**config.mk**
```make
export PLATFORM = sky130hd
export DESIGN_NAME = rename_map_table_flat
export DESIGN_NICKNAME = d
export VERILOG_FILES = /design/src/rtl/rename_pkg.sv /design/src/rtl/rename_map_table_if.sv /design/src/rtl/rename_bypass_mux.sv /design/src/rtl/rename_map_table.sv /design/src/flat_wrapper.sv
export SDC_FILE = /design/constraint.sdc
export NUM_CORES = 1
export LEC_CHECK = 0
export ABC_AREA = 0
export CELL_PAD_IN_SITES_DETAIL_PLACEMENT = 0
export CELL_PAD_IN_SITES_GLOBAL_PLACEMENT = 1
export CORE_MARGIN = 10
export CORE_UTILIZATION = 44
export DETAILED_ROUTE_END_ITERATION = 12
export PLACE_DENSITY = 0.8
export SLEW_MARGIN = 20
export SYNTH_ARGS = -nofsm -noshare
export SYNTH_HDL_FRONTEND = slang
export SYNTH_SLANG_ARGS = --single-unit
```
**constraint.sdc**
```tcl
create_clock -name clk -period 3.2 [get_ports clk]
set_input_delay 0.64 -clock clk [delete_from_list [all_inputs] [get_ports clk]]
set_output_delay 0.64 -clock clk [all_outputs]
set_load 0.03 [all_outputs]
```
**src/rtl/rename_pkg.sv**
```systemverilog
// Shared types and sizing for the register-rename map table.
//   arch_t    : architectural register index
//   phy_t     : physical register index
//   map_t     : one physical name per architectural register
//   ren_out_t : per-lane rename result carried by the output stage
//   reset_map : identity table loaded on reset and clear
package rename_pkg;

  localparam int unsigned ArchRegs = 8;   // architectural registers
  localparam int unsigned BitVecW  = 16;  // physical registers, same as the free list
  localparam int unsigned RenIo    = 4;   // rename lanes, same as free list alloc ports
  localparam bit          HwPhy0   = 1'b1; // arch 0 is hardwired to phy 0

  localparam int unsigned Aw = $clog2(ArchRegs);
  localparam int unsigned Pw = $clog2(BitVecW);
  localparam int unsigned Lw = (RenIo > 1) ? $clog2(RenIo) : 1;

  typedef logic [Aw-1:0] arch_t;
  typedef logic [Pw-1:0] phy_t;
  typedef phy_t [ArchRegs-1:0] map_t;

  typedef struct packed {
    logic dst_vld;
    phy_t dst_phy;
    phy_t old_phy;
    phy_t src_a_phy;
    phy_t src_b_phy;
  } ren_out_t;

  function automatic map_t reset_map();
    map_t m;
    for (int unsigned r = 0; r < ArchRegs; r++) begin
      m[r] = phy_t'(r);
    end
    return m;
  endfunction

endpackage

```
**src/rtl/rename_map_table_if.sv**
```systemverilog
// Bundle of the rename stage's lane inputs, free-list alloc handshake, checkpoint
// controls and registered output group.
//   slave  : the rename map table's view
//   master : the surrounding pipeline / free list / testbench view
interface rename_map_table_if;
  import rename_pkg::*;

  // Upstream lanes
  logic [RenIo-1:0]  in_vld;
  logic [RenIo-1:0]  in_rdy;
  logic [RenIo-1:0]  in_dst_vld;
  arch_t [RenIo-1:0] in_dst_arch;
  arch_t [RenIo-1:0] in_src_a_arch;
  arch_t [RenIo-1:0] in_src_b_arch;

  // Free list
  logic [RenIo-1:0]  alloc_req;
  logic [RenIo-1:0]  alloc_vld;
  phy_t [RenIo-1:0]  alloc_phy;

  // Checkpoint
  logic              ckpt_save;
  logic              ckpt_restore;

  // Downstream group
  logic [RenIo-1:0]  out_vld;
  logic              out_rdy;
  logic [RenIo-1:0]  out_dst_vld;
  phy_t [RenIo-1:0]  out_dst_phy;
  phy_t [RenIo-1:0]  out_old_phy;
  phy_t [RenIo-1:0]  out_src_a_phy;
  phy_t [RenIo-1:0]  out_src_b_phy;

  modport slave (
    input  in_vld, in_dst_vld, in_dst_arch, in_src_a_arch, in_src_b_arch,
    output in_rdy,
    output alloc_req,
    input  alloc_vld, alloc_phy,
    input  ckpt_save, ckpt_restore,
    output out_vld, out_dst_vld, out_dst_phy, out_old_phy, out_src_a_phy, out_src_b_phy,
    input  out_rdy
  );

  modport master (
    output in_vld, in_dst_vld, in_dst_arch, in_src_a_arch, in_src_b_arch,
    input  in_rdy,
    input  alloc_req,
    output alloc_vld, alloc_phy,
    output ckpt_save, ckpt_restore,
    input  out_vld, out_dst_vld, out_dst_phy, out_old_phy, out_src_a_phy, out_src_b_phy,
    output out_rdy
  );

endinterface

```
**src/rtl/rename_bypass_mux.sv**
```systemverilog
// Resolves one operand's physical name for one lane: the committed table value,
// overridden by the newest earlier lane in the same group that renames the same
// architectural register. Arch 0 resolves to phy 0 when hardwired.
//   tbl_phy_i   : map table entry for arch_i
//   arch_i      : architectural register being looked up
//   need_i      : per-lane "accepted and allocating" mask of the group
//   dst_arch_i  : per-lane destination arch registers
//   alloc_phy_i : per-lane newly allocated physical names
//   lane_i      : index of the lane doing the lookup (only lanes below it count)
//   phy_o       : resolved physical name
module rename_bypass_mux
  import rename_pkg::*;
(
  input  phy_t              tbl_phy_i,
  input  arch_t             arch_i,
  input  logic [RenIo-1:0]  need_i,
  input  arch_t [RenIo-1:0] dst_arch_i,
  input  phy_t [RenIo-1:0]  alloc_phy_i,
  input  logic [Lw-1:0]     lane_i,
  output phy_t              phy_o
);

  always_comb begin
    phy_o = tbl_phy_i;
    // Ascending scan so the highest earlier lane wins.
    for (int unsigned j = 0; j < RenIo; j++) begin
      if ((Lw'(j) < lane_i) && need_i[j] && (dst_arch_i[j] == arch_i)) begin
        phy_o = alloc_phy_i[j];
      end
    end
    if (HwPhy0 && (arch_i == '0)) begin
      phy_o = '0;
    end
  end

endmodule

```
**src/rtl/rename_map_table.sv**
```systemverilog
// Register-rename map table with a single branch checkpoint. Each cycle it accepts a
// contiguous prefix of up to RenIo lanes, allocates destinations from the free list,
// resolves sources with intra-group bypass and registers the results into a
// valid/ready output stage.
//   clk, rst_n : clock, asynchronous active-low reset
//   clr        : synchronous clear (identity map, empty output stage)
//   ren_if     : lanes in, free-list alloc, checkpoint controls, output group
module rename_map_table
  import rename_pkg::*;
(
  input logic              clk,
  input logic              rst_n,
  input logic              clr,
  rename_map_table_if.slave ren_if
);

  logic                  stg_free;
  logic [RenIo-1:0]      need;
  logic [RenIo-1:0]      acc;
  logic [RenIo-1:0]      acc_need;
  logic [RenIo-1:0]      alloc_req;
  phy_t [RenIo-1:0]      src_a_phy;
  phy_t [RenIo-1:0]      src_b_phy;
  phy_t [RenIo-1:0]      old_phy;

  map_t                  map_q, map_d;
  map_t                  ckpt_q, ckpt_d;
  logic [RenIo-1:0]      out_vld_q, out_vld_d;
  ren_out_t [RenIo-1:0]  out_q, out_d;

  // Acceptance chain: a lane goes only if every earlier lane went, so allocations
  // are handed out strictly in lane order and a refused lane blocks the rest.
  always_comb begin : accept_chain
    logic ok;
    need      = '0;
    alloc_req = '0;
    acc       = '0;
    stg_free  = ~(|out_vld_q) | ren_if.out_rdy;
    ok        = stg_free & ~ren_if.ckpt_restore;
    for (int unsigned i = 0; i < RenIo; i++) begin
      need[i]      = ren_if.in_vld[i] & ren_if.in_dst_vld[i] &
                     ~(HwPhy0 & (ren_if.in_dst_arch[i] == '0));
      alloc_req[i] = ok & need[i];
      ok           = ok & ren_if.in_vld[i] & (~need[i] | ren_if.alloc_vld[i]);
      acc[i]       = ok;
    end
  end

  assign acc_need         = acc & need;
  assign ren_if.in_rdy    = acc;
  assign ren_if.alloc_req = alloc_req;

  for (genvar g = 0; g < RenIo; g++) begin : g_lane
    rename_bypass_mux u_src_a (
      .tbl_phy_i   (map_q[ren_if.in_src_a_arch[g]]),
      .arch_i      (ren_if.in_src_a_arch[g]),
      .need_i      (acc_need),
      .dst_arch_i  (ren_if.in_dst_arch),
      .alloc_phy_i (ren_if.alloc_phy),
      .lane_i      (Lw'(g)),
      .phy_o       (src_a_phy[g])
    );

    rename_bypass_mux u_src_b (
      .tbl_phy_i   (map_q[ren_if.in_src_b_arch[g]]),
      .arch_i      (ren_if.in_src_b_arch[g]),
      .need_i      (acc_need),
      .dst_arch_i  (ren_if.in_dst_arch),
      .alloc_phy_i (ren_if.alloc_phy),
      .lane_i      (Lw'(g)),
      .phy_o       (src_b_phy[g])
    );

    // Previous mapping of the destination, returned to the free list at commit.
    rename_bypass_mux u_old (
      .tbl_phy_i   (map_q[ren_if.in_dst_arch[g]]),
      .arch_i      (ren_if.in_dst_arch[g]),
      .need_i      (acc_need),
      .dst_arch_i  (ren_if.in_dst_arch),
      .alloc_phy_i (ren_if.alloc_phy),
      .lane_i      (Lw'(g)),
      .phy_o       (old_phy[g])
    );

    assign ren_if.out_dst_vld[g]   = out_q[g].dst_vld;
    assign ren_if.out_dst_phy[g]   = out_q[g].dst_phy;
    assign ren_if.out_old_phy[g]   = out_q[g].old_phy;
    assign ren_if.out_src_a_phy[g] = out_q[g].src_a_phy;
    assign ren_if.out_src_b_phy[g] = out_q[g].src_b_phy;
  end

  assign ren_if.out_vld = out_vld_q;

  always_comb begin : next_state
    map_d     = map_q;
    ckpt_d    = ckpt_q;
    out_vld_d = out_vld_q;
    out_d     = out_q;

    // Ascending order: the highest lane wins a same-arch collision.
    for (int unsigned i = 0; i < RenIo; i++) begin
      if (acc_need[i]) begin
        map_d[ren_if.in_dst_arch[i]] = ren_if.alloc_phy[i];
      end
    end

    // Save captures the table including this cycle's renames; restore wins.
    if (ren_if.ckpt_restore) begin
      map_d = ckpt_q;
    end else if (ren_if.ckpt_save) begin
      ckpt_d = map_d;
    end

    if (ren_if.ckpt_restore) begin
      out_vld_d = '0;
    end else if (stg_free) begin
      out_vld_d = acc;
      for (int unsigned i = 0; i < RenIo; i++) begin
        out_d[i] = '0;
        if (acc[i]) begin
          out_d[i].dst_vld   = need[i];
          out_d[i].dst_phy   = need[i] ? ren_if.alloc_phy[i] : '0;
          out_d[i].old_phy   = need[i] ? old_phy[i] : '0;
          out_d[i].src_a_phy = src_a_phy[i];
          out_d[i].src_b_phy = src_b_phy[i];
        end
      end
    end

    if (clr) begin
      map_d     = reset_map();
      ckpt_d    = reset_map();
      out_vld_d = '0;
      out_d     = '0;
    end
  end

  always_ff @(posedge clk or negedge rst_n) begin
    if (!rst_n) begin
      map_q     <= reset_map();
      ckpt_q    <= reset_map();
      out_vld_q <= '0;
      out_q     <= '0;
    end else begin
      map_q     <= map_d;
      ckpt_q    <= ckpt_d;
      out_vld_q <= out_vld_d;
      out_q     <= out_d;
    end
  end

endmodule
```
**src/flat_wrapper.sv**
```systemverilog
// flat-port wrapper written by rule: the top's interface ports become plain ports
module rename_map_table_flat import rename_pkg::*;
  (clk, rst_n, clr, ren_if_in_vld, ren_if_in_dst_vld, ren_if_in_dst_arch, ren_if_in_src_a_arch, ren_if_in_src_b_arch, ren_if_in_rdy, ren_if_alloc_req, ren_if_alloc_vld, ren_if_alloc_phy, ren_if_ckpt_save, ren_if_ckpt_restore, ren_if_out_vld, ren_if_out_dst_vld, ren_if_out_dst_phy, ren_if_out_old_phy, ren_if_out_src_a_phy, ren_if_out_src_b_phy, ren_if_out_rdy);
  rename_map_table_if ren_if_i ();
  input logic clk;
  input logic rst_n;
  input logic clr;
  input wire logic [$bits(ren_if_i.in_vld)-1:0] ren_if_in_vld;
  input wire logic [$bits(ren_if_i.in_dst_vld)-1:0] ren_if_in_dst_vld;
  input wire logic [$bits(ren_if_i.in_dst_arch)-1:0] ren_if_in_dst_arch;
  input wire logic [$bits(ren_if_i.in_src_a_arch)-1:0] ren_if_in_src_a_arch;
  input wire logic [$bits(ren_if_i.in_src_b_arch)-1:0] ren_if_in_src_b_arch;
  output wire logic [$bits(ren_if_i.in_rdy)-1:0] ren_if_in_rdy;
  output wire logic [$bits(ren_if_i.alloc_req)-1:0] ren_if_alloc_req;
  input wire logic [$bits(ren_if_i.alloc_vld)-1:0] ren_if_alloc_vld;
  input wire logic [$bits(ren_if_i.alloc_phy)-1:0] ren_if_alloc_phy;
  input wire logic [$bits(ren_if_i.ckpt_save)-1:0] ren_if_ckpt_save;
  input wire logic [$bits(ren_if_i.ckpt_restore)-1:0] ren_if_ckpt_restore;
  output wire logic [$bits(ren_if_i.out_vld)-1:0] ren_if_out_vld;
  output wire logic [$bits(ren_if_i.out_dst_vld)-1:0] ren_if_out_dst_vld;
  output wire logic [$bits(ren_if_i.out_dst_phy)-1:0] ren_if_out_dst_phy;
  output wire logic [$bits(ren_if_i.out_old_phy)-1:0] ren_if_out_old_phy;
  output wire logic [$bits(ren_if_i.out_src_a_phy)-1:0] ren_if_out_src_a_phy;
  output wire logic [$bits(ren_if_i.out_src_b_phy)-1:0] ren_if_out_src_b_phy;
  input wire logic [$bits(ren_if_i.out_rdy)-1:0] ren_if_out_rdy;
  assign ren_if_i.in_vld = ren_if_in_vld;
  assign ren_if_i.in_dst_vld = ren_if_in_dst_vld;
  assign ren_if_i.in_dst_arch = ren_if_in_dst_arch;
  assign ren_if_i.in_src_a_arch = ren_if_in_src_a_arch;
  assign ren_if_i.in_src_b_arch = ren_if_in_src_b_arch;
  assign ren_if_in_rdy = ren_if_i.in_rdy;
  assign ren_if_alloc_req = ren_if_i.alloc_req;
  assign ren_if_i.alloc_vld = ren_if_alloc_vld;
  assign ren_if_i.alloc_phy = ren_if_alloc_phy;
  assign ren_if_i.ckpt_save = ren_if_ckpt_save;
  assign ren_if_i.ckpt_restore = ren_if_ckpt_restore;
  assign ren_if_out_vld = ren_if_i.out_vld;
  assign ren_if_out_dst_vld = ren_if_i.out_dst_vld;
  assign ren_if_out_dst_phy = ren_if_i.out_dst_phy;
  assign ren_if_out_old_phy = ren_if_i.out_old_phy;
  assign ren_if_out_src_a_phy = ren_if_i.out_src_a_phy;
  assign ren_if_out_src_b_phy = ren_if_i.out_src_b_phy;
  assign ren_if_i.out_rdy = ren_if_out_rdy;
  rename_map_table u_core (.clk(clk), .rst_n(rst_n), .clr(clr), .ren_if(ren_if_i));
endmodule
```
==> impl_results.rst <==
.. list-table::
   :header-rows: 1

   * - Metric
     - Value
   * - Run status
     - complete, no violations
   * - Grt total ovfl
     - 0
   * - First-pass detailed-route iteration total
     - 5
   * - Peak ir drop on the vdd network
     - roughly 310 uV
   * - Post-synthesis area per instance
     - 9.17 um^2
   * - Fin. max-slew vios
     - 0
   * - Critical path arrival
     - about 2.5 ns
   * - Sequential Area
     - approximately 3400 um^2
   * - Mapped Area
     - approximately 12,000 um^2
   * - Total core area
     - roughly 26,000 um^2
   * - Crit path top cell by count
     - buf_4
   * - Io pins
     - 150
   * - Max frequency
     - between 300 and 400 MHz
   * - Final Util
     - 0.569
   * - Global-route wire length before repair
     - around 76,000 um
   * - Clock sink count
     - 136
   * - Cell Area, Placed
     - 14,100 um^2
   * - Share of flip-flops with an asynchronous set or reset after synthesis
     - 1.00
   * - Leading cell types by total area after synthesis
     - dfrtp_1, mux4_2, mux2i_1
   * - Vias in the first global route
     - approximately 12,000
   * - Count of input and output buffers
     - between 100 and 150
   * - Number of distinct library cells after synthesis
     - between 70 and 80
   * - Warnings, synthesis
     - 0
   * - Ranking of synthesized cells by instance count
     - nor2_1, dfrtp_1, clkbuf_1
   * - Vias per std cell
     - around 6.8
   * - Endpoints failing hold
     - 0
   * - Area Growth Syn to Fin
     - 27.9%
   * - Overall Global Routing Usage
     - 0.299
   * - Max-cap violation count
     - 0
   * - Sequential area share after synthesis
     - 0.297
   * - Width of the chip
     - ~180 um
   * - Leakage power
     - about 6.1 nW
   * - Number of storage elements in the synthesis netlist
     - 136
   * - Initial Util
     - 0.445
   * - Final std cell area, no fill
     - 14,800 um^2
   * - DR vias
     - about 12,000
   * - Worst hold path type
     - in2async
   * - Maximum fanout count along the critical path
     - 5
   * - Power per standard cell area
     - about 350 nW/um^2
   * - Dominant cell by count in the synthesized netlist
     - nor2_1
   * - Count of flip-flops with a built-in enable after synthesis
     - 0
   * - Root Driver
     - clkbuf_16
   * - Number of DRC markers in iteration 0
     - 1,778
   * - Clock tree buffer depth
     - 2
   * - Final routed wire length divided by cell count
     - 28.7 um
   * - Type of the setup path with the least slack
     - in2out
   * - TritonCTS clock tree
     - built
   * - Count of unresolved DRC violations after routing
     - 0
   * - Antenna violations before repair
     - 1
   * - Total number of H-tree levels
     - 4
   * - Required time of the critical path
     - roughly 2.6 ns
   * - Post-detailed-routing wire length
     - ~51,000 um
   * - Placed Cells incl. Taps
     - between 1,500 and 2,000
   * - Type of element launching the critical path
     - primary input
   * - Sum of internal, switching and leakage power
     - between 5 and 6 mW
   * - Row count
     - slightly below 60
   * - Slowest-stage cell, CP
     - clkdlybuf4s50_1
   * - Post-layout net count
     - 1,501
   * - Number of buffers inserted during clock tree synthesis
     - 17
   * - Final setup violation count
     - 0
   * - Crit-path max cell delay
     - 0.57 ns
   * - Critical Path Sink Type
     - primary output
   * - Worst-case hold slack
     - roughly 0.12 ns
   * - Vertical die dimension
     - 182 um
   * - Slew headroom
     - 0.367
   * - Source-to-sink clock delay at the later pin of the worst-skew pair
     - ~0.44 ns
   * - Portion of the clock cycle consumed by the worst path in the final layout
     - 0.981
   * - Cell count after synthesis
     - about 1,300
   * - Transition time of the tightest slew-check pin
     - between 0.9 and 1 ns
   * - Filler-free cell count of the finished design
     - between 1,500 and 2,000
   * - Maximum number of pins on one net before global-route repair
     - 62
   * - Full die area
     - between 30,000 and 40,000 um^2
   * - Net count of the mapped netlist
     - 1,330
   * - Dominant register cell in the synthesized netlist
     - dfrtp_1
   * - Dominant cell type by area after synthesis
     - dfrtp_1
   * - Global placement routability congestion
     - 1.06
   * - Final setup TNS
     - 0 ns
   * - Final Skew
     - ~0.012 ns
   * - Clock transition at path regs
     - roughly 0.07 ns
   * - Post-route ant nets
     - 0
   * - Worst Setup Slack post-DPL
     - -0.410 ns
   * - RSZ-0062 raised after global routing
     - no
   * - DP Wirelength
     - 35,300 um
   * - Share of post-route cells with drive strength above 1
     - 0.230
   * - Yosys top cell area share
     - 0.242
   * - Antenna diodes
     - 0
   * - Final period demand of the worst path
     - about 3.1 ns
   * - Multi-input gate area in the final layout
     - 7510 um^2
   * - Series of cell instances along the critical path
     - clkdlybuf4s50_1 > nor3_4 > o21a_1 > nand4_1 > buf_4 > buf_4 > nor2_1 > buf_12
   * - Fillers
     - 2,310
   * - Least setup slack across all paths after layout
     - between 0.06 and 0.07 ns
## kinds of logic after synthesis
group,count (synthesis),synth area share
AND/OR/NAND/NOR,386,0.168
AO/OA/AOI/OAI,356,0.207
buffers and inverters,166,0.0562
multiplexers,162,0.231
flip-flops,136,0.297
XOR/XNOR,54,0.0409
## power breakdown
group	internal, mW	total, mW	switching, mW
Sequential	1.76	1.85	0.0946
Clock	1.39	2.23	0.839
Combinational	0.472	1.11	0.641
Total	3.62	5.19	1.57
## placed cells by master (no fill, tap or decap), types with 16 or more instances in the layout
master	netlist	layout
xnor2_1	18	18
buf_4	1	152
dfstp_2	24	24
a21oi_1	80	80
clkbuf_16	0	17
clkdlybuf4s50_1	0	139
o21ai_0	78	77
nor2_1	114	113
nor4_1	17	16
mux2i_1	66	66
nand2_1	96	95
dfrtp_1	112	112
xor2_1	36	36
a22o_1	23	23
nor3_1	27	26
a211oi_1	20	20
inv_1	17	17
nand3_1	33	33
mux4_2	82	82
## final timing paths
path                                                            start                                          to  slack, ns  cells after the start
max                                             ren_if_in_dst_arch[7]                         ren_if_alloc_req[3]       0.06                      8
min                                                             rst_n   u_core.ren_if.out_old_phy[13]$_DFFE_PN0P_       0.12                      1
max reg2reg                      u_core.ren_if.out_vld[0]$_DFFE_PN0P_               u_core.ckpt_q[12]$_DFFE_PN1P_       0.40                     10
min reg2reg                u_core.ren_if.out_src_b_phy[1]$_DFFE_PN0P_  u_core.ren_if.out_src_b_phy[1]$_DFFE_PN0P_       0.48                      2
max in group asynchronous                                       rst_n                   u_core.map_q[4]$_DFF_PN1_       2.19                      2
min in group clk           u_core.ren_if.out_src_b_phy[1]$_DFFE_PN0P_  u_core.ren_if.out_src_b_phy[1]$_DFFE_PN0P_       0.48                      2
## registers in the layout, summed over array words and instances, names as in the netlist
register / count
u_core.ren_if.out_dst_phy: 16
u_core.ren_if.out_src_a_phy: 16
u_core.ren_if.out_old_phy: 16
u_core.ren_if.out_vld: 4
u_core.ren_if.out_src_b_phy: 16
u_core.map_q: 32
u_core.ren_if.out_dst_vld: 4
u_core.ckpt_q: 32
## critical path, delay by kind of cell
| kind | cells | cell delay [ns] |
|---|---|---|
| AOI/OAI and AO/OA | 1 | 0.19 |
| and+or+nand+nor | 3 | 0.60 |
| buffers and inverters | 4 | 1.05 |
## cell type report
cell class | count | share of cell area
clock buffers | 21 | 0.0298
flip-flops and latches | 136 | 0.232
multi-input cells | 958 | 0.508
inverters | 17 | 0.00432
repair buffers | 301 | 0.184
clock inverters | 11 | 0.0135
well taps | 335 | 0.0284
## per-layer routing
metal | share of wire | global-route usage | vias to the layer above | wire length [um]
met3 | 0.13 | 0.0795 | 233 | 6530
met1 | 0.37 | 0.380 | 5863 | 19000
li1 | - | - | 5114 | -
met5 | 0 | 0 | - | 0
met2 | 0.44 | 0.458 | 941 | 22500
met4 | 0.061 | 0.159 | 0 | 3110
## repair_timing
action,in CTS,in global routing
resized for setup,2,4
setup buffers,3,2
setup endpoints to repair,4,3
hold buffers,0,0
pin swaps,1,2
(Power assumes the default switching activity.)
